## src/rtl/leaf_user_packetizer.sv

```systemverilog
// Transmit endpoint of a BFT leaf: buffers user words from an ap_vld/ap_ack
// stream, wraps them into addressed packets and meters them by receiver credits.
module leaf_user_packetizer #(
  parameter int PACKET_BITS           = 49,
  parameter int PAYLOAD_BITS          = 32,
  parameter int NUM_LEAF_BITS         = 5,
  parameter int NUM_PORT_BITS         = 4,
  parameter int NUM_ADDR_BITS         = 7,
  parameter int FIFO_DEPTH            = 4,
  parameter int FREESPACE_UPDATE_SIZE = 64
) (
  input  logic                     clk_user,
  input  logic                     reset,
  input  logic [PAYLOAD_BITS-1:0]  din_leaf_user2interface,
  input  logic                     vld_user2interface,
  output logic                     ack_interface2user,
  input  logic                     cfg_valid,
  input  logic [NUM_LEAF_BITS-1:0] cfg_dst_leaf,
  input  logic [NUM_PORT_BITS-1:0] cfg_dst_port,
  input  logic                     credit_update,
  output logic [PACKET_BITS-1:0]   dout_leaf_interface2bft,
  input  logic                     dout_ready,
  output logic                     credit_err
);

  localparam int PTR_W    = $clog2(FIFO_DEPTH);
  localparam int CNT_W    = PTR_W + 1;
  localparam int CREDIT_W = NUM_ADDR_BITS + 1;

  localparam logic [CNT_W-1:0]    FIFO_FULL  = CNT_W'(FIFO_DEPTH);
  localparam logic [CREDIT_W-1:0] CREDIT_MAX = CREDIT_W'(1 << NUM_ADDR_BITS);
  localparam logic [CREDIT_W:0]   CREDIT_INC = (CREDIT_W + 1)'(FREESPACE_UPDATE_SIZE);

  logic [PAYLOAD_BITS-1:0]  fifo_mem [FIFO_DEPTH];
  logic [PTR_W-1:0]         wr_ptr;
  logic [PTR_W-1:0]         rd_ptr;
  logic [CNT_W-1:0]         count;
  logic [CNT_W-1:0]         count_next;
  logic                     configured;
  logic [NUM_LEAF_BITS-1:0] dst_leaf;
  logic [NUM_PORT_BITS-1:0] dst_port;
  logic [NUM_ADDR_BITS-1:0] addr;
  logic [CREDIT_W-1:0]      credit;
  logic [CREDIT_W-1:0]      credit_next;
  logic [CREDIT_W:0]        credit_sum;
  logic                     credit_overflow;
  logic                     out_vld;
  logic                     push;
  logic                     load;

  assign out_vld = dout_leaf_interface2bft[PACKET_BITS-1];
  assign push    = vld_user2interface && ack_interface2user;
  assign load    = configured && (count != '0) && (credit != '0) && (!out_vld || dout_ready);

  always_comb begin
    count_next = count;
    case ({push, load})
      2'b10:   count_next = count + CNT_W'(1);
      2'b01:   count_next = count - CNT_W'(1);
      default: count_next = count;
    endcase
  end

  // Credit sum is one bit wider than the counter so an over-return is visible before clamping.
  always_comb begin
    credit_sum      = {1'b0, credit} + (credit_update ? CREDIT_INC : '0) - (CREDIT_W + 1)'(load);
    credit_overflow = credit_sum > {1'b0, CREDIT_MAX};
    credit_next     = credit_overflow ? CREDIT_MAX : credit_sum[CREDIT_W-1:0];
  end

  // Storage needs no reset; the pointers alone decide what is valid.
  always_ff @(posedge clk_user) begin
    if (push) begin
      fifo_mem[wr_ptr] <= din_leaf_user2interface;
    end
  end

  always_ff @(posedge clk_user) begin
    if (!reset) begin
      wr_ptr                  <= '0;
      rd_ptr                  <= '0;
      count                   <= '0;
      ack_interface2user      <= 1'b0;
      configured              <= 1'b0;
      dst_leaf                <= '0;
      dst_port                <= '0;
      addr                    <= '0;
      credit                  <= CREDIT_MAX;
      credit_err              <= 1'b0;
      dout_leaf_interface2bft <= '0;
    end else begin
      if (push) begin
        wr_ptr <= wr_ptr + PTR_W'(1);
      end
      if (load) begin
        rd_ptr <= rd_ptr + PTR_W'(1);
      end
      count              <= count_next;
      ack_interface2user <= (count_next != FIFO_FULL);

      if (cfg_valid) begin
        configured <= 1'b1;
        dst_leaf   <= cfg_dst_leaf;
        dst_port   <= cfg_dst_port;
      end

      credit <= credit_next;
      if (credit_overflow) begin
        credit_err <= 1'b1;
      end

      // The held packet only changes on a load or once the BFT side has taken it.
      if (load) begin
        dout_leaf_interface2bft <= {1'b1, dst_leaf, dst_port, addr, fifo_mem[rd_ptr]};
        addr                    <= addr + NUM_ADDR_BITS'(1);
      end else if (dout_ready && out_vld) begin
        dout_leaf_interface2bft <= '0;
      end
    end
  end

endmodule

```

## config.mk

```make
export PLATFORM = sky130hd
export DESIGN_NAME = leaf_user_packetizer
export DESIGN_NICKNAME = d
export VERILOG_FILES = /design/src/rtl/leaf_user_packetizer.sv
export SDC_FILE = /design/constraint.sdc
export NUM_CORES = 1
export LEC_CHECK = 0
export BUFFER_PORTS_ARGS = -buffer_cell sky130_fd_sc_hd__buf_2
export CAP_MARGIN = 10
export CORE_MARGIN = 1.5
export CORE_UTILIZATION = 62
export DETAILED_ROUTE_END_ITERATION = 6
export GPL_TIMING_DRIVEN = 0
export HOLD_SLACK_MARGIN = 0.08
export PLACE_DENSITY = 0.84
export SLEW_MARGIN = 20
export SYNTH_ARGS = -nofsm -noshare
export SYNTH_HDL_FRONTEND = slang
export SYNTH_SLANG_ARGS = --single-unit
```

## constraint.sdc

```tcl
create_clock -name clk_user -period 9.2 [get_ports clk_user]
set_clock_uncertainty 0.1 [all_clocks]
set_input_delay 0.92 -clock clk_user [delete_from_list [all_inputs] [get_ports clk_user]]
set_output_delay 0.92 -clock clk_user [all_outputs]
set_load 0.02 [all_outputs]
```

==> results of run 1 <==
-- power groups by stage --
stage / Clock [µW] / Sequential (µW) / Combinational, µW
global route: 925 / 1110 / 596
CTS: 887 / 1100 / 546
finish: 878 / 1100 / 546
detailed placement: 0 / 1120 / 537
global placement: 0 / 1120 / 505
floorplan: 0 / 1140 / 374
-- layout make-up --
type                    count  area (µm²)
repair buffers            100       590.6
plain buffers              27       131.4
clock inverters            13       137.6
fillers                   720        2989
multi-input cells         268        2490
well taps                 172       215.2
clock buffers              27       600.6
inverters                  19       71.32
flip-flops and latches    213        5545
diodes                      1       2.502
-- registers in the layout, indices dropped and copies added (netlist names), named ones only --
| register | flops |
|---|---|
| fifo_mem | 128 |
| credit_err | 1 |
| dout_leaf_interface2bft | 49 |
| wr_ptr | 2 |
| rd_ptr | 2 |
| count | 3 |
| ack_interface2user | 1 |
| configured | 1 |
| dst_port | 4 |
| addr | 7 |
| dst_leaf | 5 |
| credit | 8 |
-- stage by stage --
step	cell area (µm²)	std cells	hold slack, ns
2_1_floorplan	8233	527	0.3277
3_3_place_gp	8929	795	0.3412
3_5_place_dp	9044	799	0.3472
4_1_cts	9782	839	0.3611
5_1_grt	9782	839	0.3846
6_report	9784	840	0.3574
-- worst paths after layout --
check	endpoint	start	cells past startpoint
worst min-delay path	configured	configured	1
worst max-delay path	credit_err	credit[2]	16
worst max register to register	credit_err	credit[2]	16
worst min register to register	configured	configured	1
-- cells by family (layout without fill, tap and decap cells) --
group	count (synthesis)	count (layout)	share of synthesized area (%)
other cells	0	1	0
flops	213	213	67.36
xor+xnor	15	15	1.596
compound gates	71	71	6.626
fa+ha+maj	19	19	3.070
simple gates	119	119	8.663
mux	44	44	10.23
buf+inv	46	186	2.462
-- layout by cell type, fill, tap and decap left out, drive strengths merged, types with 2 or more instances in the layout --
| master | count |
|---|---|
| a211oi | 2 |
| a21boi | 3 |
| a21oi | 2 |
| a22oi | 48 |
| and2 | 10 |
| and3 | 4 |
| buf | 115 |
| bufinv | 2 |
| clkbuf | 39 |
| clkinv | 8 |
| clkinvlp | 3 |
| dfxtp | 85 |
| edfxtp | 128 |
| fa | 2 |
| ha | 17 |
| inv | 19 |
| mux2i | 11 |
| mux4 | 32 |
| nand2 | 10 |
| nand2b | 4 |
| nand3 | 3 |
| nand4 | 3 |
| nor2 | 7 |
| nor2b | 62 |
| nor3 | 5 |
| nor3b | 3 |
| o21a | 4 |
| o21ai | 3 |
| or3 | 2 |
| xnor2 | 11 |
| xor2 | 4 |
-- layer usage --
metal / global-route usage (%) / up-vias / part of all wire (%)
met1: 30.79 / 2497 / 38
met2: 46.58 / 203 / 53
met5: 0 / - / 0
met3: 4.488 / 39 / 6.0
li1: - / 2243 / -
met4: 9.604 / 0 / 2.5
==> flow_metrics.py, run 1 <==
metrics = {
    "timing": {
        "hold_violations": 0,
        "period_needed_ns": 3.931,
        "period_share_pct": 42.72,
        "fmax_mhz": 254.4,
        "maxSlewHeadroom_pct": 48.58,
        "slew_viol_final": 0,
        "tightest_slew_ns": 0.7713,
        "fin_setup_tns_ns": 0,
        "setup_ws_ns": 5.269,
        "setup-violations-final": 0,
        "rsz0062_at_grt": "no",
    },
    "synthesis": {
        "synth_area_leaders": "edfxtp_1 47%, dfxtp_1 21%, mux4_2 8.8%",
        "syn_avg_cell_area_um2": 15.62,
        "yosysWarnings": 0,
        "syn_inst": 527,
        "synth_nets": 593,
        "ys.flop_type": "edfxtp_1",
        "yosys.area.top_type_share_pct": 46.69,
        "netlist_top_cells_count": "128 x edfxtp_1, 85 x dfxtp_1, 62 x nor2b_1",
        "synth.most_common_cell": "edfxtp_1",
        "synth_top_cell_by_area": "edfxtp_1",
        "async_reset_ff_share_pct": 0,
        "synth_edf_count": 128,
        "synth.distinct_cells": 48,
        "synth_area_um2": 8233,
        "ys_seq_elements": 213,
        "ys_seq_area_share_pct": 67.36,
    },
    "critical_path": {
        "critPathBufInv": 5,
        "endpoint_kind": "flop",
        "max_stage_delay_ns": 0.39,
        "critPathSlowestCell": "fa_1",
        "critPathMaxFanout": 11,
        "r2r_slack_ns": 5.27,
        "start_kind": "flop",
        "required_ns": 9.47,
        "worstPathCellList": "inv_1, ha_1, nor4b_2, a211oi_2, buf_2, buf_2, ha_1, inv_1, ha_1, inv_1, fa_1, or2_1, a211o_1, a311oi_2, a41oi_2, o31a_1",
        "critPathKind": "flop to flop",
        "crit_family": "compound AO/OA/AOI/OAI gates",
        "crit_arrival_ns": 4.20,
    },
    "cts": {
        "cts_max_level": 1,
        "clock_sinks": 213,
        "root_buffer": "clkbuf_16",
        "clockBufferDepth": 3,
        "clock_latency_ns": 0.50,
        "cts_resized": 0,
        "cts_hold_buf": 0,
        "postCtsSetupBuffers": 0,
        "clk_pin_slew_ns": 0.06,
        "cts_tree": "done",
        "cts_made_buffers": 22,
    },
    "drt": {
        "drtAntennaViolNets": 0,
        "drc": 0,
        "routedWlPerCell_um": 21.08,
        "routed_via_density": 5.931,
        "drt_iter0_drc": 463,
        "routed_wl_um": 17700,
        "vias": 4982,
        "first_pass_iters": 5,
    },
    "floorplan": {
        "rows": 41,
        "ios": 98,
        "initial_core_util_pct": 64.45,
        "die_area_um2": 13980,
        "core_area_um2": 12770,
        "die_w_um": 118.2,
        "die_h_um": 118.2,
    },
    "place": {
        "dpl.hpwl_um": 11250,
        "gp_congestion": 0.7801,
        "portBuffers": 96,
        "pre_cts_ws_ns": 4.962,
    },
    "power": {
        "internal-power_uw": 1826,
        "power.density_nw_per_um2": 258.1,
        "p_total_uw": 2525,
        "clock_power_share_pct": 34.8,
        "p_sw_uw": 699.2,
        "peakVddDrop_uv": 234.5,
        "p_comb_share_pct": 21.6,
        "pwr-share-seq_pct": 43.6,
        "sw_frac_of_total_pct": 27.69,
        "leakagePower_uw": 0.003554,
    },
    "min_path": {
        "hold_class": "flop to flop",
    },
    "grt": {
        "overflow": 0,
        "antenna_found_initial": 0,
        "grt.total_usage_pct": 25.75,
        "grt_pass1_wl_um": 27720,
        "first_global_vias": 5295,
        "grt_max_degree": 21,
    },
    "layout": {
        "layout-drive-gt1-share_pct": 29.09,
        "nets": 717,
        "areaGrowthSynthToFinish_pct": 18.84,
        "post-route-util_pct": 76.60,
    },
    "run_status": {
        "status": "completed",
    },
    "run": {
        "max-cap-violations": 0,
    },
}
Power figures use the tool's default switching activity.
==> inputs of run 2 (changes only) <==
- ABC_AREA: unset -> 1
- CORE_UTILIZATION: 62 -> 58
- PLACE_DENSITY: 0.84 -> 0.79
- clock period: 9.2 -> 4 ns (I/O delays scaled with it)
==> flow_metrics.py, run 2 <==
metrics = {
    "power": {
        "p_sw_uw": 1720,
        "clock_power_share_pct": 34.4,
        "internal-power_uw": 4119,
        "p_comb_share_pct": 22.3,
        "sw_frac_of_total_pct": 29.46,
        "power.density_nw_per_um2": 559.8,
        "peakVddDrop_uv": 481.5,
        "pwr-share-seq_pct": 43.2,
        "leakagePower_uw": 0.004019,
    },
    "synthesis": {
        "synth_top_cell_by_area": "edfxtp_1",
        "yosysWarnings": 0,
        "muxShareOfSynthArea_pct": 0,
        "synth_area_leaders": "edfxtp_1 45%, dfxtp_1 20%, nor2_1 6.1%",
        "syn_inst": 782,
        "synth-simple-area-share_pct": 14.57,
        "synth_compound_area_share_pct": 11.20,
        "ys_seq_area_share_pct": 65.47,
        "synth.distinct_cells": 35,
        "synth_edf_count": 128,
        "ys_seq_elements": 213,
        "ys.flop_type": "edfxtp_1",
        "synth_area_um2": 8469,
        "async_reset_ff_share_pct": 0,
        "yosys.area.top_type_share_pct": 45.38,
        "synth_top_family_by_area": "simple AND/OR/NAND/NOR gates",
        "synthAdderAreaFrac_pct": 2.984,
        "synth.most_common_cell": "nor2_1",
        "synth_xor_area_share_pct": 0.6205,
        "netlist_top_cells_count": "138 x nor2_1, 129 x nand2_1, 128 x edfxtp_1",
        "synth_nets": 848,
        "syn_avg_cell_area_um2": 10.83,
    },
    "drt": {
        "vias": 6219,
        "drc": 0,
        "drtAntennaViolNets": 0,
        "routedWlPerCell_um": 16.46,
        "first_pass_iters": 6,
        "routed_via_density": 5.441,
        "drt_iter0_drc": 623,
        "routed_wl_um": 18810,
    },
    "critical_path": {
        "crit_family": "simple AND/OR/NAND/NOR gates",
        "critPathKind": "flop to flop",
        "r2r_cells": 19,
        "timing.rr.start": "credit[2]",
        "r2r_slack_ns": 0.79,
        "required_ns": 4.31,
        "critPathSlowestCell": "fa_1",
        "endpoint_kind": "flop",
        "max_stage_delay_ns": 0.50,
        "crit_arrival_ns": 3.52,
        "worstPathCellList": "inv_1, ha_1, nand4_1, nand2_4, nor2_8, buf_4, ha_1, inv_1, ha_1, inv_1, fa_1, nand3_1, nor2_1, nand3_1, nor2_1, nand2_1, nand2_1, nand3_2, nor2_1",
        "critPathMaxFanout": 11,
        "start_kind": "flop",
        "critPathBufInv": 4,
        "timing.rr.end": "credit[1]",
    },
    "layout": {
        "layout_commonest_cell": "nor2_1",
        "layout-drive-gt1-share_pct": 21.18,
        "fillers": 899,
        "fin_cells": 1143,
        "nets": 1013,
        "final_cell_mix": "134 x nor2_1, 129 x nand2_1, 128 x edfxtp_1",
        "antenna-diode-count": 0,
        "top_register": "fifo_mem",
        "largest_reg_flops": 128,
        "areaGrowthSynthToFinish_pct": 23.16,
        "reg_top3": "fifo_mem: 128 flops, dout_leaf_interface2bft: 49 flops, credit: 8 flops",
    },
    "floorplan": {
        "initial_core_util_pct": 60.31,
        "die_w_um": 123.8,
        "die_area_um2": 15340,
        "core_area_um2": 14040,
        "rows": 43,
        "die_h_um": 123.8,
        "ios": 98,
    },
    "grt": {
        "grt_pass1_wl_um": 29710,
        "first_global_vias": 6105,
        "grt_max_degree": 24,
        "antenna_found_initial": 0,
        "grt.total_usage_pct": 25.18,
        "overflow": 0,
    },
    "timing": {
        "fin_setup_tns_ns": 0,
        "setup-violations-final": 0,
        "rsz0062_at_grt": "no",
        "period_needed_ns": 3.208,
        "fmax_mhz": 311.7,
        "slew_viol_final": 0,
        "tightest_slew_ns": 0.7048,
        "maxSlewHeadroom_pct": 53.02,
        "hold_violations": 0,
        "period_share_pct": 80.19,
    },
    "run": {
        "max-cap-violations": 0,
    },
    "cts": {
        "clock_latency_ns": 0.51,
        "clockBufferDepth": 3,
        "cts_max_level": 1,
        "cts_made_buffers": 22,
        "root_buffer": "clkbuf_16",
        "clock_sinks": 213,
        "postCtsSetupBuffers": 0,
        "cts_resized": 0,
        "clk_pin_slew_ns": 0.06,
        "cts_tree": "done",
    },
    "place": {
        "dpl.hpwl_um": 11640,
        "gp_congestion": 0.8068,
        "dpl.cell_count": 1062,
        "portBuffers": 96,
    },
    "run_status": {
        "status": "completed",
    },
    "min_path": {
        "hold_class": "input port to flop",
        "hold_depth": 4,
        "whs_endpoint": "dout_leaf_interface2bft[48]",
        "hp-start": "dout_ready",
    },
}
==> run 2: cell count changes in the layout (fill, tap and decap cells not counted), sizes merged, moves of 32 or more <==
cell and change:
dlygate4sd3 +41, a21oi +64, o32ai +32, a22oi -48
nand2 +132, mux4 -32, inv +33, nor2 +133
nor2b -62, o21ai +44
==> run 2: area by class of cell <==
cell class                      count  area (µm²)  area share, %
Tap cell                          180       225.2          2.159
Clock buffer                       32       649.4          6.225
Clock inverter                      8       78.83         0.7557
Multi-Input combinational cell    475        2517          24.13
Buffer                             40       232.7          2.231
Sequential cell                   213        5545          53.16
Inverter                           54       203.9          1.955
Timing Repair Buffer              141       978.4          9.380
==> run 2: tightest hold or removal path, stage by stage <==
cell and delay, ns:
buf_2 0.09, nor2_2 0.07, inv_2 0.07, a21oi_1 0.06
==> run 2: worst max path at each step <==
stage                                   from               to  slack [ns]  cells past startpoint
after global routing               credit[2]        credit[2]        0.54                     21
final                              credit[2]        credit[1]        0.79                     19
after floorplan                    credit[2]       credit_err        1.26                     20
after CTS                          credit[2]        credit[4]        0.81                     19
after detailed placement           credit[2]        credit[4]        0.83                     19
after global placement    vld_user2interface  fifo_mem[3][15]        0.34                      3
==> run 2: logic make-up after synthesis <==
group,Yosys count
simple gates,302
xor+xnor,6
flops,213
fa+ha+maj,19
buf+inv,94
compound gates,148
==> run 2: routing by layer <==
metal	vias up	wire length (µm)	global-route usage, %	part of all wire [%]
li1	3000	-	-	-
met1	2918	7669	32.16	41
met2	269	9220	44.13	49
met3	32	1568	4.350	8.3
met4	0	350	7.543	1.9
met5	-	0	0	0
==> run 2: power by group through the flow <==
stage / Clock, µW / Sequential, µW / Combinational [µW]
after floorplan: 0 / 2620 / 852
after global placement: 0 / 2570 / 1210
after detailed placement: 0 / 2570 / 1260
after CTS: 2030 / 2520 / 1300
after global routing: 2130 / 2540 / 1460
final: 2010 / 2530 / 1300
==> run 2: repair_timing <==
| item | 4_1_cts | 5_1_grt |
|---|---|---|
| endpoints found under the hold margin | 137 | 0 |
| hold buffers | 41 | 0 |
| endpoints found under the setup margin | 0 | 0 |
==> run 2: per-stage QoR <==
step	hold WS [ns]	instance area [µm²]	util (%)	total power, µW	worst slack (ns)
global route	0.1657	10430	74.29	6127	0.5442
floorplan	0.3399	8469	-	3477	1.265
finish	0.1614	10430	74.29	5839	0.7923
detailed placement	0.3529	9293	66.18	3826	0.8314
CTS	0.1401	10430	74.29	5848	0.8064
global placement	0.3447	9175	65.34	3777	0.3381
==> inputs of run 3 (changes only) <==
- clock period: 4 -> 3.05 ns (I/O delays scaled with it)
==> flow_metrics.py, run 3 (same netlist as run 2, synthesis figures left out) <==
metrics = {
    "drt": {
        "routedWlPerCell_um": 16.35,
        "routed_via_density": 5.424,
        "drc": 0,
        "first_pass_iters": 5,
        "drtAntennaViolNets": 0,
        "drt_iter0_drc": 669,
        "routed_wl_um": 18720,
        "vias": 6211,
    },
    "timing": {
        "hold_violations": 0,
        "period_needed_ns": 2.920,
        "tightest_slew_ns": 0.7547,
        "fin_setup_tns_ns": 0,
        "rsz0062_at_grt": "yes",
        "slew_viol_final": 0,
        "period_share_pct": 95.74,
        "fmax_mhz": 342.5,
        "setup-violations-final": 0,
        "maxSlewHeadroom_pct": 49.69,
        "setup_ws_ns": 0.1299,
    },
    "place": {
        "pre_cts_ws_ns": -0.1186,
        "portBuffers": 96,
        "dpl.hpwl_um": 11640,
        "gp_congestion": 0.8068,
    },
    "grt": {
        "overflow": 0,
        "first_global_vias": 6102,
        "antenna_found_initial": 0,
        "grt_pass1_wl_um": 29660,
        "grt.total_usage_pct": 25.07,
        "grt_max_degree": 24,
    },
    "cts": {
        "clk_pin_slew_ns": 0.06,
        "cts_made_buffers": 22,
        "root_buffer": "clkbuf_16",
        "clock_sinks": 213,
        "cts_tree": "done",
        "clock_latency_ns": 0.51,
        "clockBufferDepth": 3,
        "cts_max_level": 1,
    },
    "critical_path": {
        "r2r_cells": 18,
        "r2r_slack_ns": 0.13,
        "required_ns": 3.36,
        "timing.rr.end": "credit[4]",
        "endpoint_kind": "flop",
        "crit_arrival_ns": 3.23,
        "critPathMaxFanout": 5,
        "critPathKind": "flop to flop",
        "timing.rr.start": "credit[2]",
        "start_kind": "flop",
    },
    "floorplan": {
        "ios": 98,
        "initial_core_util_pct": 60.31,
        "die_h_um": 123.8,
        "core_area_um2": 14040,
        "rows": 43,
        "die_area_um2": 15340,
        "die_w_um": 123.8,
    },
    "min_path": {
        "hold_depth": 3,
        "hp-start": "cfg_valid",
        "hold_class": "input port to flop",
        "whs_endpoint": "dst_port[3]",
    },
    "layout": {
        "nets": 1015,
        "final_cell_mix": "132 x nor2_1, 128 x nand2_1, 128 x edfxtp_1",
        "layout_commonest_cell": "nor2_1",
        "largest_reg_flops": 128,
        "multi_input_area_um2": 2532,
        "reg_top3": "fifo_mem: 128 flops, dout_leaf_interface2bft: 49 flops, credit: 8 flops",
        "post-route-util_pct": 74.52,
        "antenna-diode-count": 0,
        "layout-drive-gt1-share_pct": 21.55,
        "seq_area_um2": 5545,
        "fillers": 893,
        "top_register": "fifo_mem",
        "areaGrowthSynthToFinish_pct": 23.55,
    },
    "power": {
        "leakagePower_uw": 0.004025,
        "p_total_uw": 7700,
        "peakVddDrop_uv": 629.8,
        "power.density_nw_per_um2": 735.8,
    },
    "run_status": {
        "status": "completed",
    },
    "run": {
        "max-cap-violations": 0,
    },
}
-- run 3: cell types whose count changed in the layout (fill, tap and decap cells not counted), sizes merged --
cell,before,now
buf,124,125
dlygate4sd3,41,42
-- run 3: worst max-delay path, stage by stage, from the launching register on --
cell	delay (ns)
dfxtp_1	0.34
inv_1	0.09
ha_1	0.15
nand4_1	0.15
nand2_4	0.13
nor2_8	0.05
ha_1	0.18
inv_1	0.05
ha_1	0.16
inv_1	0.06
fa_1	0.52
nand3_1	0.10
nor2_1	0.13
nand3_1	0.09
nor2_1	0.11
nand2_1	0.08
nand2_2	0.12
nand3_4	0.12
nor2_1	0.12
-- run 3: worst max path at each step --
stage	start	slack, ns	to	cells after the start
detailed placement	credit[2]	-0.12	credit[4]	19
CTS	credit[2]	0.12	credit[4]	18
global route	credit[2]	-0.03	credit[4]	18
global placement	vld_user2interface	-0.52	fifo_mem[3][15]	3
finish	credit[2]	0.13	credit[4]	18
floorplan	credit[2]	0.31	credit_err	20
-- run 3: through the flow --
step	hold WS [ns]	std cells	area (µm²)
floorplan	0.3039	782	8469
finish	0.1852	1145	10460
global route	0.2065	1145	10460
CTS	0.1699	1145	10450
detailed placement	0.3529	1062	9293
global placement	0.3447	1058	9175
-- run 3: area by class of cell --
| type | instances | area share (%) |
|---|---|---|
| Buffer | 39 | 2.152 |
| Timing Repair Buffer | 144 | 9.590 |
| Sequential cell | 213 | 53.00 |
| Clock buffer | 32 | 6.206 |
| Multi-Input combinational cell | 475 | 24.20 |
| Clock inverter | 8 | 0.7533 |
| Inverter | 54 | 1.949 |
| Tap cell | 180 | 2.152 |
-- run 3: per-layer routing --
layer,vias to the layer above,part of all wire [%],GRT usage [%]
met1,2937,41,32.03
met4,0,1.6,7.040
met2,242,50,44.23
li1,3008,-,-
met5,-,0,0
met3,24,7.7,4.212
-- run 3: repair_timing --
action | in CTS | in global routing
endpoints found under the setup margin | 8 | 5
setup buffers | 2 | 0
hold endpoints to repair | 138 | 0
pin swaps | 3 | 0
gates resized for setup | 0 | 4
hold buffers | 42 | 0
-- run 3: power breakdown --
group,switching [µW],internal [µW],total [µW]
registers,83.1,3230,3310
logic,1130,625,1760
clock network,1060,1570,2630
